--- src/rtl/pipe_skid_reg.sv ---
// Generic pipeline stage register with a valid/ready handshake, a two-entry skid buffer,
// a masked flush and a saturating bubble counter.
//
// state | meaning
// EMPTY | {main_valid,skid_valid}=00, nothing held
// ONE   | 10, one payload in main, presented downstream
// FULL  | 11, main presented, skid holds the next payload; upstream blocked
module pipe_skid_reg #(
  parameter int                DATA_W           = 64,
  parameter logic [DATA_W-1:0] FLUSH_MASK       = {DATA_W{1'b1}},
  parameter logic [DATA_W-1:0] RST_VAL          = {DATA_W{1'b0}},
  parameter bit                FLUSH_WHEN_STALL = 1'b0,
  parameter int                BUB_W            = 16
) (
  input  logic              clk,
  input  logic              rst,
  input  logic              stall,
  input  logic              flush,
  input  logic              in_valid,
  output logic              in_ready,
  input  logic [DATA_W-1:0] in_data,
  output logic              out_valid,
  input  logic              out_ready,
  output logic [DATA_W-1:0] out_data,
  output logic [1:0]        occupancy,
  output logic [BUB_W-1:0]  bubble_cnt
);

  localparam logic [1:0] ST_EMPTY = 2'b00;
  localparam logic [1:0] ST_ONE   = 2'b10;
  localparam logic [1:0] ST_FULL  = 2'b11;

  logic              main_valid_q, main_valid_d;
  logic              skid_valid_q, skid_valid_d;
  logic [DATA_W-1:0] main_data_q,  main_data_d;
  logic [DATA_W-1:0] skid_data_q,  skid_data_d;
  logic [BUB_W-1:0]  bub_q,        bub_d;

  logic acc_in;
  logic take;
  logic acc_out;
  logic flush_eff;

  // in_ready depends only on registered state (and reset), never on out_ready
  assign in_ready   = rst & ~skid_valid_q;
  assign acc_in     = in_valid & in_ready;
  assign take       = out_ready & ~stall;
  assign acc_out    = main_valid_q & take;
  assign flush_eff  = flush & (FLUSH_WHEN_STALL | ~stall);

  assign out_valid  = main_valid_q;
  assign out_data   = main_data_q;
  assign occupancy  = {1'b0, main_valid_q} + {1'b0, skid_valid_q};
  assign bubble_cnt = bub_q;

  always_comb begin
    main_valid_d = main_valid_q;
    skid_valid_d = skid_valid_q;
    main_data_d  = main_data_q;
    skid_data_d  = skid_data_q;
    if (flush_eff) begin
      // flush wins over any same-cycle accept; masked-off bits survive
      main_valid_d = 1'b0;
      skid_valid_d = 1'b0;
      main_data_d  = main_data_q & ~FLUSH_MASK;
    end else begin
      case ({main_valid_q, skid_valid_q})
        ST_EMPTY: begin
          if (acc_in) begin
            main_valid_d = 1'b1;
            main_data_d  = in_data;
          end
        end
        ST_ONE: begin
          if (acc_in && acc_out) begin
            main_data_d = in_data;
          end else if (acc_in) begin
            skid_valid_d = 1'b1;
            skid_data_d  = in_data;
          end else if (acc_out) begin
            main_valid_d = 1'b0;
          end
        end
        ST_FULL: begin
          if (acc_out) begin
            main_data_d  = skid_data_q;
            skid_valid_d = 1'b0;
          end
        end
        default: ;
      endcase
    end
  end

  always_comb begin
    bub_d = bub_q;
    if (take && !main_valid_q && !(&bub_q)) begin
      bub_d = bub_q + {{(BUB_W-1){1'b0}}, 1'b1};
    end
  end

  always_ff @(posedge clk) begin
    if (!rst) begin
      main_valid_q <= 1'b0;
      skid_valid_q <= 1'b0;
      main_data_q  <= RST_VAL;
      skid_data_q  <= RST_VAL;
      bub_q        <= '0;
    end else begin
      main_valid_q <= main_valid_d;
      skid_valid_q <= skid_valid_d;
      main_data_q  <= main_data_d;
      skid_data_q  <= skid_data_d;
      bub_q        <= bub_d;
    end
  end

  a_skid_implies_main: assert property (@(posedge clk) disable iff (!rst)
    skid_valid_q |-> main_valid_q);

endmodule

--- config.mk ---
export PLATFORM = sky130hd
export DESIGN_NAME = pipe_skid_reg
export DESIGN_NICKNAME = d
export VERILOG_FILES = /design/src/rtl/pipe_skid_reg.sv
export SDC_FILE = /design/constraint.sdc
export NUM_CORES = 1
export LEC_CHECK = 0
export CORE_MARGIN = 5
export CORE_UTILIZATION = 45
export CTS_BUF_LIST = sky130_fd_sc_hd__clkbuf_4 sky130_fd_sc_hd__clkbuf_8
export CTS_CLUSTER_SIZE = 16
export DETAILED_ROUTE_END_ITERATION = 8
export PLACE_DENSITY_LB_ADDON = 0.15
export SYNTH_ARGS = -nofsm -noshare
export SYNTH_HDL_FRONTEND = slang
export SYNTH_SLANG_ARGS = --single-unit
export TNS_END_PERCENT = 5
--- constraint.sdc ---
create_clock -name clk -period 2.5 [get_ports clk]
set_input_delay 0.5 -clock clk [delete_from_list [all_inputs] [get_ports clk]]
set_output_delay 0.5 -clock clk [all_outputs]
set_load 0.005 [all_outputs]
# After elaboration in Yosys (flattened, before gate mapping)
# Index checks and enable logic that the tools add are counted.
word_totals:
  register_bits: 146
  input_bits: 70
  output_inout_bits: 84
  word_cells: 52
op_classes:
  addsub: 2
  eq_ne: 9
  mux: 11
  n_bitwise: 10
  n_reduce_logical: 15
ops:
  columns: ["operator", "count"]
  rows:
  - ["two-way mux 64 bit", 3]
  - ["one-hot mux 64 bit (3 select lines)", 1]
  - ["adder 16 x 1 -> 16 bit (second input constant)", 1]
  - ["AND reduction 16 bit", 1]
  - ["inequality test 2 bit (second input constant)", 7]
  - ["AND reduction 4 bit", 3]
  - ["AND 1 bit", 5]
  - ["two-way mux 1 bit", 5]
  - ["inverter 1 bit", 5]
  - ["AND reduction 5 bit", 1]
  - ["== test 2 bit (second input constant)", 2]
  - ["one-hot mux 1 bit (2 select lines)", 2]
  - ["nonzero test 2 bit", 2]
  - ["logical AND 1 bit", 3]
  - ["nonzero test 3 bit", 1]
  - ["adder 1 x 1 -> 2 bit", 1]
  - ["logical NOT 1 bit", 2]
  - ["logical NOT 2 bit", 1]
  - ["OR reduction 2 bit", 1]

# Longest topological paths before layout
# Gate-level depths: netlist of the first run.
depth:
  depth_word: 7
  mapped_depth: 8
  ltp_nobuf: 6

# Least setup slack after synthesis of the first run
# Ideal clock, no wire load.
synth_path:
  path_type: "flip-flop to flip-flop"
  from: "reg main_valid_q, in the netlist out_valid"
  to: "reg main_data_q[0], in the netlist out_data[0]"
  setup_ns: 0.138
  arrival_time_ns: 1.841
  t_required_ns: 2.362
  slack_ns: 0.521
  path_stages_with_launch: 8
  path_buffers: 2
  synth_period_minus_slack_ns: 1.979
  cell_sequence: "dfxtp_1 inv_1 ha_1 a222oi_1 and2_1 buf_2 buf_1 a211oi_1"
synth_via:
  elab_chain_len: 4
  elab_cells_between_ends: 11
  cone_classes: "eq/ne: 5; mux: 1; bitwise: 1; reduce/logical: 4"
synth_lines:
  columns: ["item", "line_no", "source"]
  rows:
  - ["start, declared", "33", "logic main_valid_q, main_valid_d;"]
  - ["start signal, assigned", "110", "main_valid_q <= main_valid_d;"]
  - ["AND 1 bit", "48", "assign acc_out = main_valid_q & take;"]
  - ["logical AND 1 bit", "75", "if (acc_in && acc_out) begin"]
  - ["inequality test 2 bit (no source line)", null, null]
  - ["AND reduction 4 bit (no source line)", null, null]
  - ["end signal, assigned", "112", "main_data_q <= main_data_d;"]
  - ["end, declared", "35", "logic [DATA_W-1:0] main_data_q, main_data_d;"]
# Parallel ways exist; a longest one is shown, timed or not.
# A chain may end at the register's enable or synchronous reset.

# Worst setup path after layout of the first run
layout_path:
  from: "reg main_valid_q, in the netlist out_valid"
  to: "out occupancy[0]"
layout_via:
  elab_chain_len: 1
layout_lines:
  columns: ["item", "line_no", "source"]
  rows:
  - ["adder 1 x 1 -> 2 bit", "53", "assign occupancy = {1'b0, main_valid_q} + {1'b0, skid_valid_q};"]
  - ["end, declared", "25", "output logic [1:0] occupancy,"]
# Every way passes these cells.

==> results.yml, run 1 <==
status:
  status: "complete, no violations"
floorplan:
  floorplan.rows: 42
  die-height_um: 126
  floorplan.initialDensity_pct: 45.8
  full_die_area_mm2: 0.0158
  dieWidth_um: 126
  top_level_ports: 154
  coreArea_mm2: 0.0132
pwr:
  p_switching_mw: 1.27
  power_density_mw_per_mm2: 634
  post-layout-total-power_mw: 5.28
  static_leakage_nw: 2.67
  ir_worst_vdd_uv: 391
  swShare_pct: 24.1
  seqPwrFrac_pct: 47.4
  power.combinational.fraction_pct: 15.0
  p_clk_share_pct: 37.6
  p_int_mw: 4.00
worst_setup_path:
  critical_path_class: "flip-flop to output port"
  path_cells: "inv_1 > ha_1 > clkdlybuf4s50_1"
  crit_slowest_cell: "sky130_fd_sc_hd__clkdlybuf4s50_1"
  worst_stage_delay_on_the_critical_path_ns: 0.52
  timing.reg2reg.setup_slack_ns: 0.42
  cp-start-kind: "flip-flop"
  critical_path_required_ns: 2.00
  regToRegStartpoint: "out_valid"
  cp-end-kind: "output port"
  worst_ep_arrival_time_ns: 1.80
  critPathMaxFanout: 9
  critPathLaunch: "out_valid"
final_layout:
  regArea_mm2: 0.00293
  layout_commonest_cell: "sky130_fd_sc_hd__clkdlybuf4s50_1"
  syn_to_final_growth_pct: 37.7
  layout_common_cells: "sky130_fd_sc_hd__clkdlybuf4s50_1 (153), sky130_fd_sc_hd__dfxtp_1 (144), sky130_fd_sc_hd__a21oi_1 (141), sky130_fd_sc_hd__nand2_1 (132), sky130_fd_sc_hd__a211oi_1 (66)"
  antenna_cells_inserted: 0
  post_route_cells_drive_above_1_share_pct: 8.26
  multiInputGateArea_mm2: 0.00290
  final-instance-count-excl-fill: 1011
  num-fill-cells: 1097
  nNetsFinal: 896
cts:
  numCtsBuffers: 17
  worstSkewPairLatency_ns: 0.44
  clock_tree.htree_level_count: 4
  hold_buffers: 0
  cts.reportedPaths.clkPinSlew_ns: 0.07
  cts_sinks: 146
  cts_max_path_buffers: 2
  clockRootBuffer: "sky130_fd_sc_hd__clkbuf_8"
  cts_tree: "done"
yosys:
  yosys_most_used_dff: "sky130_fd_sc_hd__dfxtp_1"
  netlist-cell-type-count: 40
  synth_edf_count: 0
  synth.cell_area_mm2: 0.00604
  synth_nets: 759
  synthDominantCellAreaShare_pct: 48.4
  synthArstFlopShare_pct: 0
  post_synth.cell_area_avg_um2: 8.82
  synth-warning-count: 0
  synth_cells: 685
  ys_ff_latch: 146
  yosysTopAreaCell: "sky130_fd_sc_hd__dfxtp_1"
  synth_top_cells_by_area: "sky130_fd_sc_hd__dfxtp_1 (48%), sky130_fd_sc_hd__a21oi_1 (12%), sky130_fd_sc_hd__mux2i_1 (11%)"
  ys_seq_area_share_pct: 48.4
sta:
  minimum_clock_period_after_layout_ns: 2.30
  final_min_period_over_clock_period_pct: 91.9
  achievable-frequency_ghz: 0.435
  clock-skew-final_ns: 0.00849
  finalHoldViolations: 0
  setup_total_negative_slack_ns: 0
  final-max-slew-violation-count: 0
  timing.max_slew.rel_slack_pct: 41.3
  finalSetupViolations: 0
  tightestPinTransition_ns: 0.880
  rsz0062_at_grt: "no"
detailed_routing:
  vias: 5565
  detail_route.wl_per_cell_um: 16.4
  count_of_nets_left_with_antenna_violations_after_detail_routing: 0
  first_pass_detailed_route_iteration_total: 5
  drt-total-wl_um: 16600
  drc: 0
  dr.first_iter.drc_count: 434
  vias_per_cell: 5.50
min_path:
  hold_path_class: "flip-flop to flip-flop"
  min_from: "skid_data_q[20]"
job:
  timing.max_cap.violations: 0
placed_design:
  placed_cells_incl_taps: 978
  routabilityCongestion: 0.857
  number_of_input_and_output_port_buffers_inserted: 153
  dp_hpwl_um: 10900
grt:
  antenna_violations_before_repair: 0
  global_route_wire_length_before_repair_um: 26900
  globalRouteOverflowTotal: 0
  grt_start_max_net_pins: 80
  grt.total_usage_pct: 20.7
  via_count_of_the_first_global_routing_pass: 5568
==> synthesized netlist by cell type (7+ instances only) <==
cell type,instances
sky130_fd_sc_hd__buf_2,10
sky130_fd_sc_hd__a21oi_1,141
sky130_fd_sc_hd__a211oi_1,66
sky130_fd_sc_hd__clkbuf_1,36
sky130_fd_sc_hd__dfxtp_1,146
sky130_fd_sc_hd__o31ai_1,8
sky130_fd_sc_hd__nand2_1,133
sky130_fd_sc_hd__buf_1,11
sky130_fd_sc_hd__mux2i_1,65
sky130_fd_sc_hd__o21ai_0,7
==> per-layer routing <==
metal,wire length (um),global-route usage [%],vias up
met1,7110,25.0,2634
met2,8140,35.5,168
met5,0,0,-
met3,976,5.46,26
met4,331,7.57,0
li1,-,-,2737
==> metrics by stage <==
stage	util [%]	hold WS (ns)	instance area [um2]	worst slack, ns
global placement	59.6	0.441	7870	0.115
CTS	63.0	0.458	8320	0.0412
finish	63.1	0.456	8320	0.203
detailed placement	59.6	0.448	7870	0.0419
floorplan	-	0.436	6040	0.521
global route	63.1	0.473	8320	0.130
==> worst max-delay path, delay by kind of cell, from the launching register on <==
kind	cells	cell delay [ns]
fa+ha+maj	1	0.33
buf+inv	2	0.59
flops	1	0.45
==> sequential cells by signal, indices dropped and copies added, names as in the netlist <==
register and count:
skid_data_q 64, bubble_cnt 16, skid_valid_q 1, out_data 64
out_valid 1
==> cell families after synthesis <==
group | Yosys count | share of synthesized area, %
AO/OA/AOI/OAI | 227 | 22.3
XOR/XNOR | 1 | 0.145
adder cells (fa/ha/maj) | 4 | 0.828
buffers and inverters | 64 | 4.18
flip-flops | 146 | 48.4
multiplexers | 65 | 10.8
AND/OR/NAND/NOR | 178 | 13.4
==> final timing paths <==
kind,endpoint,depth (start not counted)
setup reg to reg,out_data[26],7
hold reg to reg,skid_data_q[20],2
setup / recovery,occupancy[0],3
hold / removal,skid_data_q[20],2
==> what timing repair did <==
item | 4_1_cts | 5_1_grt
buffers inserted | 1 | 0
pin swaps | 1 | 0
endpoints found under the setup margin | 1 | 1
gates resized for setup | 0 | 2
==> power groups by stage <==
stage | clock, mW | combinational (mW) | sequential [mW]
3_3_place_gp | 0 | 0.781 | 2.55
4_1_cts | 2.03 | 0.799 | 2.50
2_1_floorplan | 0 | 0.336 | 2.55
5_1_grt | 2.14 | 0.856 | 2.51
6_report | 1.98 | 0.791 | 2.50
3_5_place_dp | 0 | 0.798 | 2.55
==> final cells by class <==
| class | instances | area share (%) |
|---|---|---|
| Sequential cell | 146 | 35.2 |
| Multi-Input combinational cell | 475 | 34.8 |
| Timing Repair Buffer | 175 | 21.8 |
| Clock buffer | 23 | 3.81 |
| Tap cell | 176 | 2.65 |
| Clock inverter | 9 | 1.50 |
| Inverter | 7 | 0.316 |
Power figures use the tool's default switching activity.
==> inputs of run 2 (changes only) <==
Clock period 2.5 ns to 2.71 ns, I/O delays scaled along.
==> run 2 against run 1 <==
  * Sequential power down 8%
  * Flip-flop and latch count unchanged
  * Critical path type unchanged
  * Clock power down 7%
  * Cell count about the same
  * First-iteration DRC count up 0.23%
  * Routed wire length up 2.2%
  * Register-to-register slack about the same
  * Via count unchanged
  * Core utilization down 0.36 points
  * Worst hold slack about the same
==> results.yml, run 2 (synthesis gave the netlist of run 1 again) <==
status:
  status: "complete, no violations"
worst_setup_path:
  timing.reg2reg.setup_slack_ns: 0.41
  worst_ep_arrival_time_ns: 1.94
  critPathTopFamily: "buffers and inverters"
  critical_path_class: "flip-flop to output port"
  crit_slowest_cell: "sky130_fd_sc_hd__dfxtp_1"
  path_cells: "inv_1 > ha_1 > clkdlybuf4s50_1"
  critPathLaunch: "out_valid"
  critPathMaxFanout: 9
  regToRegStartpoint: "out_valid"
  worst_stage_delay_on_the_critical_path_ns: 0.55
  critical_path_required_ns: 2.17
  cp-end-kind: "output port"
  crit_buf_inv: 2
  cp-start-kind: "flip-flop"
grt:
  globalRouteOverflowTotal: 0
  via_count_of_the_first_global_routing_pass: 5636
  grt_start_max_net_pins: 80
  grt.total_usage_pct: 21.2
  antenna_violations_before_repair: 0
  global_route_wire_length_before_repair_um: 27700
placed_design:
  number_of_input_and_output_port_buffers_inserted: 153
  preCtsSetupSlack_ns: 0.144
  routabilityCongestion: 0.819
  dp_hpwl_um: 11100
  placed_cells_incl_taps: 979
  placedInstanceArea_mm2: 0.00784
sta:
  minimum_clock_period_after_layout_ns: 2.48
  final_min_period_over_clock_period_pct: 91.5
  rsz0062_at_grt: "no"
  clock-skew-final_ns: 0.00813
  setup_total_negative_slack_ns: 0
  tightestPinTransition_ns: 0.868
  final-max-slew-violation-count: 0
  final.setup.worst_slack_ns: 0.231
  finalSetupViolations: 0
  finalHoldViolations: 0
  timing.max_slew.rel_slack_pct: 42.1
  achievable-frequency_ghz: 0.403
cts:
  cts_sinks: 146
  cts_resized: 0
  clockRootBuffer: "sky130_fd_sc_hd__clkbuf_8"
  cts_tree: "done"
  worstSkewPairLatency_ns: 0.44
  postCtsSetupBuffers: 0
  clock_tree.htree_level_count: 4
  cts.reportedPaths.clkPinSlew_ns: 0.07
  cts_max_path_buffers: 2
  numCtsBuffers: 17
  hold_buffers: 0
final_layout:
  final-instance-count-excl-fill: 1010
  num-fill-cells: 1123
  antenna_cells_inserted: 0
  nNetsFinal: 896
  finish.instance_area_mm2: 0.00827
  layout_common_cells: "sky130_fd_sc_hd__clkdlybuf4s50_1 (153), sky130_fd_sc_hd__dfxtp_1 (146), sky130_fd_sc_hd__a21oi_1 (141), sky130_fd_sc_hd__nand2_1 (132), sky130_fd_sc_hd__a211oi_1 (66)"
  syn_to_final_growth_pct: 36.9
  layout_commonest_cell: "sky130_fd_sc_hd__clkdlybuf4s50_1"
  post_route_cells_drive_above_1_share_pct: 7.91
detailed_routing:
  first_pass_detailed_route_iteration_total: 5
  drt-total-wl_um: 16900
  detail_route.wl_per_cell_um: 16.8
  vias: 5565
  vias_per_cell: 5.51
  count_of_nets_left_with_antenna_violations_after_detail_routing: 0
  drc: 0
  dr.first_iter.drc_count: 435
job:
  timing.max_cap.violations: 0
floorplan:
  floorplan.initialDensity_pct: 45.8
  top_level_ports: 154
  dieWidth_um: 126
  die-height_um: 126
  full_die_area_mm2: 0.0158
  coreArea_mm2: 0.0132
  floorplan.rows: 42
min_path:
  hold_path_class: "flip-flop to flip-flop"
  min_from: "skid_data_q[62]"
pwr:
  power_density_mw_per_mm2: 589
  ir_worst_vdd_uv: 313
  static_leakage_nw: 2.65
-- run 2: final timing paths --
check / cells after the start / endpoint
setup / recovery: 3 / occupancy[0]
hold / removal: 2 / skid_data_q[62]
setup reg to reg: 7 / out_data[14]
hold reg to reg: 2 / skid_data_q[62]
-- run 2: worst register-to-register path: cells and delay by family, from the launching register on --
family | cells | cell delay, ns
flops | 1 | 0.55
compound gates | 3 | 0.73
fa+ha+maj | 1 | 0.36
buf+inv | 3 | 0.56
-- run 2: metal layers --
metal  routed length [um]  track usage (%)
met1                 7260             26.0
met5                    0                0
met2                 8480             35.7
met4                  189             6.06
met3                 1000             6.86
-- run 2: cell type report --
cell class / count / area [um2] / area share [%]
Clock buffer: 21 / 277 / 3.34
Inverter: 7 / 26.3 / 0.318
Clock inverter: 10 / 158 / 1.91
Timing Repair Buffer: 175 / 1770 / 21.4
Tap cell: 176 / 220 / 2.66
Multi-Input combinational cell: 475 / 2900 / 35.0
Sequential cell: 146 / 2920 / 35.3
-- run 2: where the power goes --
part / internal (mW) / switching [mW]
Clock: 1.06 / 0.780
Sequential: 2.24 / 0.0649
Combinational: 0.392 / 0.331
Total: 3.70 / 1.18
-- run 2: through the flow --
| stage | util [%] | hold WS (ns) | total power, mW |
|---|---|---|---|
| 2_1_floorplan | - | 0.436 | 2.66 |
| 3_3_place_gp | 59.4 | 0.441 | 3.06 |
| 3_5_place_dp | 59.4 | 0.446 | 3.08 |
| 4_1_cts | 62.7 | 0.456 | 4.92 |
| 5_1_grt | 62.7 | 0.473 | 5.10 |
| 6_report | 62.7 | 0.456 | 4.87 |
==> inputs of run 3 (changes only) <==
Settings changed: CORE_MARGIN 5 to 3, REMOVE_ABC_BUFFERS set to 1.
==> run 3 against run 2 <==
  * Design area down 0.48%
  * Critical path depth down 1
  * Die area down 6.3%
  * Non-clock buffer count down 5
  * Cell count down 0.79%
  * First-iteration DRC count down 7.8%
  * Worst hold slack better by 0.0016 ns
  * Via count up 0.56%
  * Global-route usage up 1.7 points
==> results.yml, run 3 (synthesis gave the netlist of run 1 again) <==
grt:
  grt_start_max_net_pins: 80
  antenna_violations_before_repair: 0
  globalRouteOverflowTotal: 0
  grt.total_usage_pct: 22.8
  via_count_of_the_first_global_routing_pass: 5499
  global_route_wire_length_before_repair_um: 27100
cts:
  cts_sinks: 146
  cts_max_path_buffers: 2
  clockRootBuffer: "sky130_fd_sc_hd__clkbuf_8"
  cts.reportedPaths.clkPinSlew_ns: 0.08
  hold_buffers: 0
  clock_tree.htree_level_count: 4
  postCtsSetupBuffers: 0
  cts_tree: "done"
  worstSkewPairLatency_ns: 0.44
  cts_resized: 0
  numCtsBuffers: 17
detailed_routing:
  drc: 0
  count_of_nets_left_with_antenna_violations_after_detail_routing: 0
  vias_per_cell: 5.58
  first_pass_detailed_route_iteration_total: 5
  detail_route.wl_per_cell_um: 16.8
  vias: 5596
  dr.first_iter.drc_count: 401
  drt-total-wl_um: 16900
worst_setup_path:
  cp-end-kind: "output port"
  critical_path_required_ns: 2.17
  critPathMaxFanout: 13
  critPathLaunch: "out_valid"
  critPathTopFamily: "buffers and inverters"
  regToRegStartpoint: "out_valid"
  crit_slowest_cell: "sky130_fd_sc_hd__clkdlybuf4s50_1"
  worst_ep_arrival_time_ns: 1.95
  cp-start-kind: "flip-flop"
  crit_buf_inv: 1
  critical_path_class: "flip-flop to output port"
  path_cells: "ha_4 > clkdlybuf4s50_1"
  worst_stage_delay_on_the_critical_path_ns: 0.61
min_path:
  hold_path_class: "flip-flop to flip-flop"
  min_from: "skid_data_q[33]"
pwr:
  post-layout-total-power_mw: 4.93
  p_switching_mw: 1.20
  p_int_mw: 3.73
  swShare_pct: 24.3
  p_clk_share_pct: 38.8
  power_density_mw_per_mm2: 599
  seqPwrFrac_pct: 46.8
  static_leakage_nw: 2.64
  power.combinational.fraction_pct: 14.5
  ir_worst_vdd_uv: 301
sta:
  rsz0062_at_grt: "no"
  clock-skew-final_ns: 0.00908
  minimum_clock_period_after_layout_ns: 2.49
  final-max-slew-violation-count: 0
  finalHoldViolations: 0
  final.setup.worst_slack_ns: 0.219
  achievable-frequency_ghz: 0.401
  timing.max_slew.rel_slack_pct: 41.4
  tightestPinTransition_ns: 0.879
  setup_total_negative_slack_ns: 0
  finalSetupViolations: 0
  final_min_period_over_clock_period_pct: 91.9
  final.hold.worst_slack_ns: 0.457
final_layout:
  finish.utilization_pct: 63.9
  nNetsFinal: 891
  layout_common_cells: "sky130_fd_sc_hd__clkdlybuf4s50_1 (153), sky130_fd_sc_hd__dfxtp_1 (146), sky130_fd_sc_hd__a21oi_1 (141), sky130_fd_sc_hd__nand2_1 (132), sky130_fd_sc_hd__a211oi_1 (66)"
  final-instance-count-excl-fill: 1002
  finish.instance_area_mm2: 0.00823
  syn_to_final_growth_pct: 36.2
  layout_commonest_cell: "sky130_fd_sc_hd__clkdlybuf4s50_1"
  post_route_cells_drive_above_1_share_pct: 7.47
  antenna_cells_inserted: 0
floorplan:
  die-height_um: 122
  floorplan.rows: 41
  coreArea_mm2: 0.0129
  top_level_ports: 154
  dieWidth_um: 122
  full_die_area_mm2: 0.0149
  floorplan.initialDensity_pct: 46.9
placed_design:
  preCtsSetupSlack_ns: -0.0394
  dp_hpwl_um: 10500
  routabilityCongestion: 0.888
  placed_cells_incl_taps: 970
  number_of_input_and_output_port_buffers_inserted: 153
  placedInstanceArea_mm2: 0.00778
job:
  timing.max_cap.violations: 0
status:
  status: "complete, no violations"
-- run 3: changes by cell type in the layout (fill, tap and decap cells not counted) --
cell and delta:
sky130_fd_sc_hd__clkbuf_4 +1, sky130_fd_sc_hd__buf_12 -1, sky130_fd_sc_hd__clkinvlp_4 -2, sky130_fd_sc_hd__buf_4 -4, sky130_fd_sc_hd__inv_6 +1, sky130_fd_sc_hd__clkbuf_8 +1
-- run 3: metal layers --
| layer | vias to the layer above | GRT usage [%] | share of wire [%] |
|---|---|---|---|
| li1 | 2719 | - | - |
| met1 | 2674 | 27.3 | 42 |
| met2 | 180 | 37.9 | 48 |
| met3 | 23 | 8.08 | 7.8 |
| met4 | 0 | 8.40 | 1.5 |
| met5 | - | 0 | 0 |
-- run 3: worst paths after layout --
check,slack (ns),cells after the start,end
max,0.22,2,occupancy[1]
min,0.46,2,skid_data_q[33]
max reg2reg,0.28,6,out_data[30]
min reg2reg,0.46,2,skid_data_q[33]
-- run 3: power by group through the flow --
stage	Sequential, mW	Combinational, mW	Clock (mW)
6_report	2.31	0.714	1.91
5_1_grt	2.32	0.776	2.04
4_1_cts	2.31	0.721	1.95
3_5_place_dp	2.36	0.717	0
3_3_place_gp	2.35	0.700	0
2_1_floorplan	2.35	0.293	0
-- run 3: layout make-up --
cell class | instances | area, um2
clock inverters | 9 | 151
multi-input cells | 475 | 2900
clock buffers | 23 | 298
flip-flops and latches | 146 | 2920
well taps | 172 | 215
fillers | 1095 | 4650
inverters | 7 | 26.3
repair buffers | 170 | 1720
-- run 3: worst min-delay path, cell delays in order (launching register included) --
cell and delay, ns:
sky130_fd_sc_hd__dfxtp_1 0.31, sky130_fd_sc_hd__nand2_1 0.05, sky130_fd_sc_hd__a21oi_1 0.05
==> RTL change 1: new RTL, flow settings as in run 3 <==
`BUB_W`: 16 -> 24.
--- a/src/rtl/pipe_skid_reg.sv
+++ b/src/rtl/pipe_skid_reg.sv
@@ -10,7 +10,7 @@
   parameter logic [DATA_W-1:0] FLUSH_MASK       = {DATA_W{1'b1}},
   parameter logic [DATA_W-1:0] RST_VAL          = {DATA_W{1'b0}},
   parameter bit                FLUSH_WHEN_STALL = 1'b0,
-  parameter int                BUB_W            = 16
+  parameter int                BUB_W            = 24
 ) (
   input  logic              clk,
   input  logic              rst,
Ports: changed (resized bubble_cnt); port bits go from 154 to 162. The function was not compared with the original's and may differ.
==> RTL change 1 against run 3 <==
  * Total power fell by 0.33%
  * Area after synthesis up 4.6%
  * Combinational power fell by 7.6%
  * Routed wire length decreased by 6.0%
  * Sequential cell count up 8
  * Clock skew up 0.00091 ns
  * Sequential share of layout area grew 0.64 points
  * Setup slack improved by 0.063 ns
  * Design area rose by 3.6%
==> RTL change 1: results (changes against run 3) <==
Clocking
  – Worst-path clk slew: 0.07 ns
  – Cts repair resizes: 0 (unchanged)
  – Setup Buffers After CTS: 0 (unchanged)
  – Clock root buffer: clkbuf_8
  – Clock Path Buffers: 2 (unchanged)
  – Number of CTS-inserted buffers: 17 (unchanged)
  – Worst skew pair latency: around 0.45 ns
  – H-Tree Depth: 4 (unchanged)

Detailed routing
  – Via count: 5577 (-0.34%)
  – Drt pass-1 iters: 5 (unchanged)
  – DRT iter0 DRCs: 382 (-4.7%)
  – WL final: 15900 µm (-6.0%)

Synthesis
  – Top cells by area, synth: dfxtp_1 49%, mux2i_1 10%, nand2_1 8.4%
  – Asr flop ratio synth: 0% (unchanged)
  – Predominant post-synthesis flop cell: dfxtp_1
  – Synth warnings: 0 (unchanged)
  – Synth top cells by count: 154 x dfxtp_1, 142 x nand2_1, 80 x a21oi_1, 76 x nor2_1, 66 x a211oi_1
  – Syn avg cell area: 8.67 µm² (-1.7%)
  – Yosys cell types: 42 (+5.0%)
  – Seq/Total Area, Yosys: 48.8% (+0.42 points)

Final layout
  – Filler instances: 1153 (+5.3%)
  – N_diodes: 0 (unchanged)
  – Final non-filler cell total: 1056 (+5.4%)
  – Final nets: 942 (+5.7%)
  – Layout cell share with drive strength beyond 1: 6.25% (-1.2 points)

Placement
  – GPL Wtd Cong: 0.813 (-8.4%)
  – Port bufs: 161 (+5.2%)
  – Post-DP HPWL: 10700 µm (+1.5%)
  – Placed cell area: 8100 µm² (+4.1%)
  – Placed Instances: 1025 (+5.7%)
  – Place WS: 0.179 ns (+0.218 ns)

GRT
  – Largest net degree at the start of global routing: 65 (-19%)
  – Total GRT Usage: 20.5% (-2.4 points)
  – Vias in the first global route: 5303 (-3.6%)
  – Initial antenna violation count: 0 (unchanged)
  – First-pass GRT wire length: 26400 µm (-2.5%)

Pwr
  – Switching share of power: 24.2% (-0.12 points)
  – VDD IR-drop max: 0.302 mV (+0.34%)
  – LEAKAGE: 2.73 nW (+3.6%)

Worst setup path
  – CP max stage delay: 0.51 ns (-0.10 ns)
  – CP Max Fanout: 7 (-6)
  – WP data arrival: 1.89 ns (-0.06 ns)
  – Slowest CP cell: clkdlybuf4s50_1

Worst hold path
  – Min-Delay Path Class: register to register

Flow run
  – Max-Cap Viols: 0 (unchanged)

Outcome
  – Status: finished clean

STA
  – Worst Tran Pin Value: 0.612 ns (-0.267 ns)
  – Setup Skew: 0.00998 ns (+0.000906 ns)
## RTL change 1: cell types whose count changed after synthesis, sizes merged, moves of 3 or more
| cell | before | now |
|---|---|---|
| xnor2 | 0 | 5 |
| dfxtp | 146 | 154 |
| a21oi | 141 | 80 |
| nand4 | 6 | 10 |
| o21a | 0 | 4 |
| nor2 | 6 | 76 |
| buf | 21 | 17 |
| or2 | 0 | 3 |
| o21ai | 7 | 10 |
| xor2 | 1 | 4 |
| nand2 | 133 | 142 |
## RTL change 1: worst paths after layout
check | from | end | slack [ns] | cells after the start
max reg2reg | bubble_cnt[0]$_SDFFE_PN0P_ | bubble_cnt[19]$_SDFFE_PN0P_ | 0.44 | 6
min | skid_data_q[20]$_SDFFE_PN0P_ | skid_data_q[20]$_SDFFE_PN0P_ | 0.46 | 2
max | out_valid$_SDFFE_PP0P_ | occupancy[0] | 0.28 | 3
min reg2reg | skid_data_q[20]$_SDFFE_PN0P_ | skid_data_q[20]$_SDFFE_PN0P_ | 0.46 | 2
## RTL change 1: power by group through the flow
stage | Sequential [mW] | Combinational (mW) | Clock (mW)
floorplan | 2.47 | 0.277 | 0
global placement | 2.47 | 0.653 | 0
detailed placement | 2.47 | 0.664 | 0
CTS | 2.42 | 0.666 | 1.88
global route | 2.43 | 0.723 | 1.98
finish | 2.42 | 0.660 | 1.83
## RTL change 1: area by class of cell
| class | instances | area [µm²] | share of cell area, % |
|---|---|---|---|
| Timing Repair Buffer | 174 | 1770 | 20.8 |
| Tap cell | 176 | 220 | 2.58 |
| Clock buffer | 21 | 289 | 3.39 |
| Multi-Input combinational cell | 515 | 3000 | 35.2 |
| Inverter | 6 | 22.5 | 0.264 |
| Sequential cell | 154 | 3080 | 36.2 |
| Clock inverter | 10 | 140 | 1.64 |
## RTL change 1: cell families (layout without fill, tap and decap cells)
group           count (synthesis)  count (layout)  share of synthesized area, %
mux                            64              64                          10.1
compound gates                171             171                          16.9
simple gates                  267             267                          18.1
flops                         154             154                          48.8
xor+xnor                        9               9                          1.25
fa+ha+maj                       4               4                         0.792
buf+inv                        60             211                          4.02
## RTL change 1: worst max-delay path, delay by kind of cell, from the launching register on
kind	cells	cell delay (ns)
fa+ha+maj	1	0.32
buf+inv	2	0.63
flops	1	0.49
## RTL change 1: routing by layer
metal  share of wire [%]  track usage [%]  up-vias
li1                    -                -     2850
met1                  45             26.4     2565
met2                  48             33.0      144
met3                 5.4             5.87       18
met4                 1.3             6.77        0
met5                   0                0        -
==> RTL change 2: new RTL, flow settings as in run 3 <==
Made on the original files. Make the reset (`rst`) asynchronous in one clocked block.
--- a/src/rtl/pipe_skid_reg.sv
+++ b/src/rtl/pipe_skid_reg.sv
@@ -99,7 +99,7 @@
     end
   end
 
-  always_ff @(posedge clk) begin
+  always_ff @(posedge clk or negedge rst) begin
     if (!rst) begin
       main_valid_q <= 1'b0;
       skid_valid_q <= 1'b0;
Formal check against the unedited RTL: differs if rst is asserted again (counterexample within 4 cycles, from zero or initial values and one cycle with rst low); with rst held inactive, the same outputs for 4 cycles.
==> RTL change 2 against run 3 <==
  * Area after synthesis grew 14%
  * Design area grew 10%
  * Sequential cell count is the same
  * Synthesized cell count shrank 26%
  * Register-to-register slack gained 0.18 ns
  * Die area grew 13%
  * Setup slack is essentially flat
  * Routed wire length shrank 9.9%
  * Largest cell class unchanged
Power is not compared: it rests on default switching activity, and its combinational part moved more than twofold at a synthesized area within 25%.
==> RTL change 2: results (changes against run 3) <==
Final layout
  – N_diodes: 0 (unchanged)
  – Final nets: 740 (-17%)
  – Filler instances: 1177 (+7.5%)
  – Layout cell share with drive strength beyond 1: 26.8% (+19 points)

Worst setup path
  – CP max stage delay: 0.60 ns
  – CP Max Fanout: 15 (+2)
  – WP data arrival: 1.95 ns (about the same)

Placement
  – Port bufs: 153 (unchanged)
  – Placed Instances: 831 (-14%)
  – Place WS: 0.142 ns (+0.181 ns)
  – Post-DP HPWL: 10500 µm (-0.70%)
  – GPL Wtd Cong: 0.842 (-5.1%)

Detailed routing
  – Vias per inst: 5.25 (-6.0%)
  – Drt pass-1 iters: 4 (-1)
  – Via count: 4532 (-19%)
  – DRT iter0 DRCs: 256 (-36%)
  – DR WL/cell: 17.6 µm (+4.6%)

Clocking
  – Number of CTS-inserted buffers: 17 (unchanged)
  – Setup Buffers After CTS: 0 (unchanged)
  – Worst-path clk slew: 0.08 ns (about the same)
  – Clock Path Buffers: 2 (unchanged)
  – Worst skew pair latency: 0.44 ns (about the same)
  – Cts repair resizes: 0 (unchanged)
  – Clock root buffer: clkbuf_8

Synthesis
  – Asr flop ratio synth: 100% (+100 points)
  – Syn avg cell area: 13.6 µm² (+54%)
  – Seq/Total Area, Yosys: 53.0% (+4.6 points)
  – Synth warnings: 0 (unchanged)
  – Top cells by area, synth: dfrtp_1 53%, mux2_2 13%, mux2_4 11%
  – Yosys cell types: 35 (-13%)
  – Synth top cells by count: 146 x dfrtp_1, 77 x mux2_2, 68 x nor2_1, 64 x mux2i_1, 50 x mux2_4
  – Predominant post-synthesis flop cell: dfrtp_1

STA
  – Slew margin rel.: 52.8% (+11 points)
  – Setup Skew: 0.00806 ns (-0.00101 ns)

Pwr
  – VDD IR-drop max: around 0.39 mV
  – Switching share of power: 26.0%
  – LEAKAGE: between 4 and 5 nW

Outcome
  – Status: finished clean

GRT
  – Initial antenna violation count: 0 (unchanged)
  – Total GRT Usage: 18.8% (-4.0 points)
  – Vias in the first global route: 4730 (-14%)
  – First-pass GRT wire length: 24800 µm (-8.3%)
  – Largest net degree at the start of global routing: 126 (+57%)

Worst hold path
  – Min-Delay Path Class: primary input to asynchronous set/reset pin
[RTL change 2: changes by cell type after synthesis, moves of 50 or more]
cell and change:
a211oi_1 -61, dfxtp_1 -146, nand2_1 -131, nor2_1 +62, a21oi_1 -138, mux2_4 +50
mux2_2 +77, dfrtp_1 +146
[RTL change 2: worst max-delay path, delay by kind of cell, from the launching register on]
| kind | cells | cell delay, ns |
|---|---|---|
| adders and majority gates | 1 | 0.36 |
| buffers and inverters | 1 | 0.60 |
| DFF | 1 | 0.55 |
[RTL change 2: metrics by stage]
step / cell area [µm²] / hold slack, ns
floorplan: 6720 / 0.246
global placement: 8690 / 0.471
detailed placement: 8690 / 0.477
CTS: 9090 / 0.0900
global route: 9090 / 0.0927
finish: 9090 / 0.122
[RTL change 2: layer usage]
layer / up-vias / part of all wire [%] / global-route usage, %
met1: 2304 / 46 / 25.8
met4: 0 / 1.1 / 5.32
met2: 113 / 47 / 28.7
met3: 13 / 6.1 / 6.43
li1: 2102 / - / -
met5: - / 0 / 0
[RTL change 2: kinds of logic after synthesis]
group / after synthesis / share of synthesized area [%]
compound gates: 20 / 2.16
xor+xnor: 14 / 1.78
mux: 193 / 33.1
fa+ha+maj: 4 / 0.726
buf+inv: 32 / 2.70
flops: 146 / 53.0
simple gates: 98 / 6.59
[RTL change 2: power by group through the flow]
stage          clock network [mW]  registers [mW]  logic, mW
5_1_grt                      1.89            3.07       1.91
3_5_place_dp                    0            3.03       1.78
2_1_floorplan                   0            2.98      0.866
3_3_place_gp                    0            3.01       1.74
4_1_cts                      1.78            3.00       1.79
6_report                     1.72            3.00       1.76
[RTL change 2: worst paths after layout]
kind,startpoint,end,slack [ns],cells past startpoint
max in group asynchronous,rst,skid_data_q[60]$_DFFE_PN0P_,1.95,2
min in group clk,bubble_cnt[15]$_DFFE_PN0P_,bubble_cnt[15]$_DFFE_PN0P_,0.49,1
worst max register to register,out_valid$_DFFE_PN0P_,out_data[7]$_DFFE_PN0P_,0.46,7
worst max-delay path,out_valid$_DFFE_PN0P_,occupancy[1],0.22,2
worst min register to register,bubble_cnt[15]$_DFFE_PN0P_,bubble_cnt[15]$_DFFE_PN0P_,0.49,1
worst min-delay path,rst,out_valid$_DFFE_PN0P_,0.12,2
[RTL change 2: cell type report]
type                    count  share of cell area (%)
flip-flops and latches    146                    40.2
clock inverters             9                    1.14
well taps                 184                    2.53
repair buffers            169                    18.9
multi-input cells         329                    33.9
clock buffers              23                    3.27
inverters                   3                   0.124
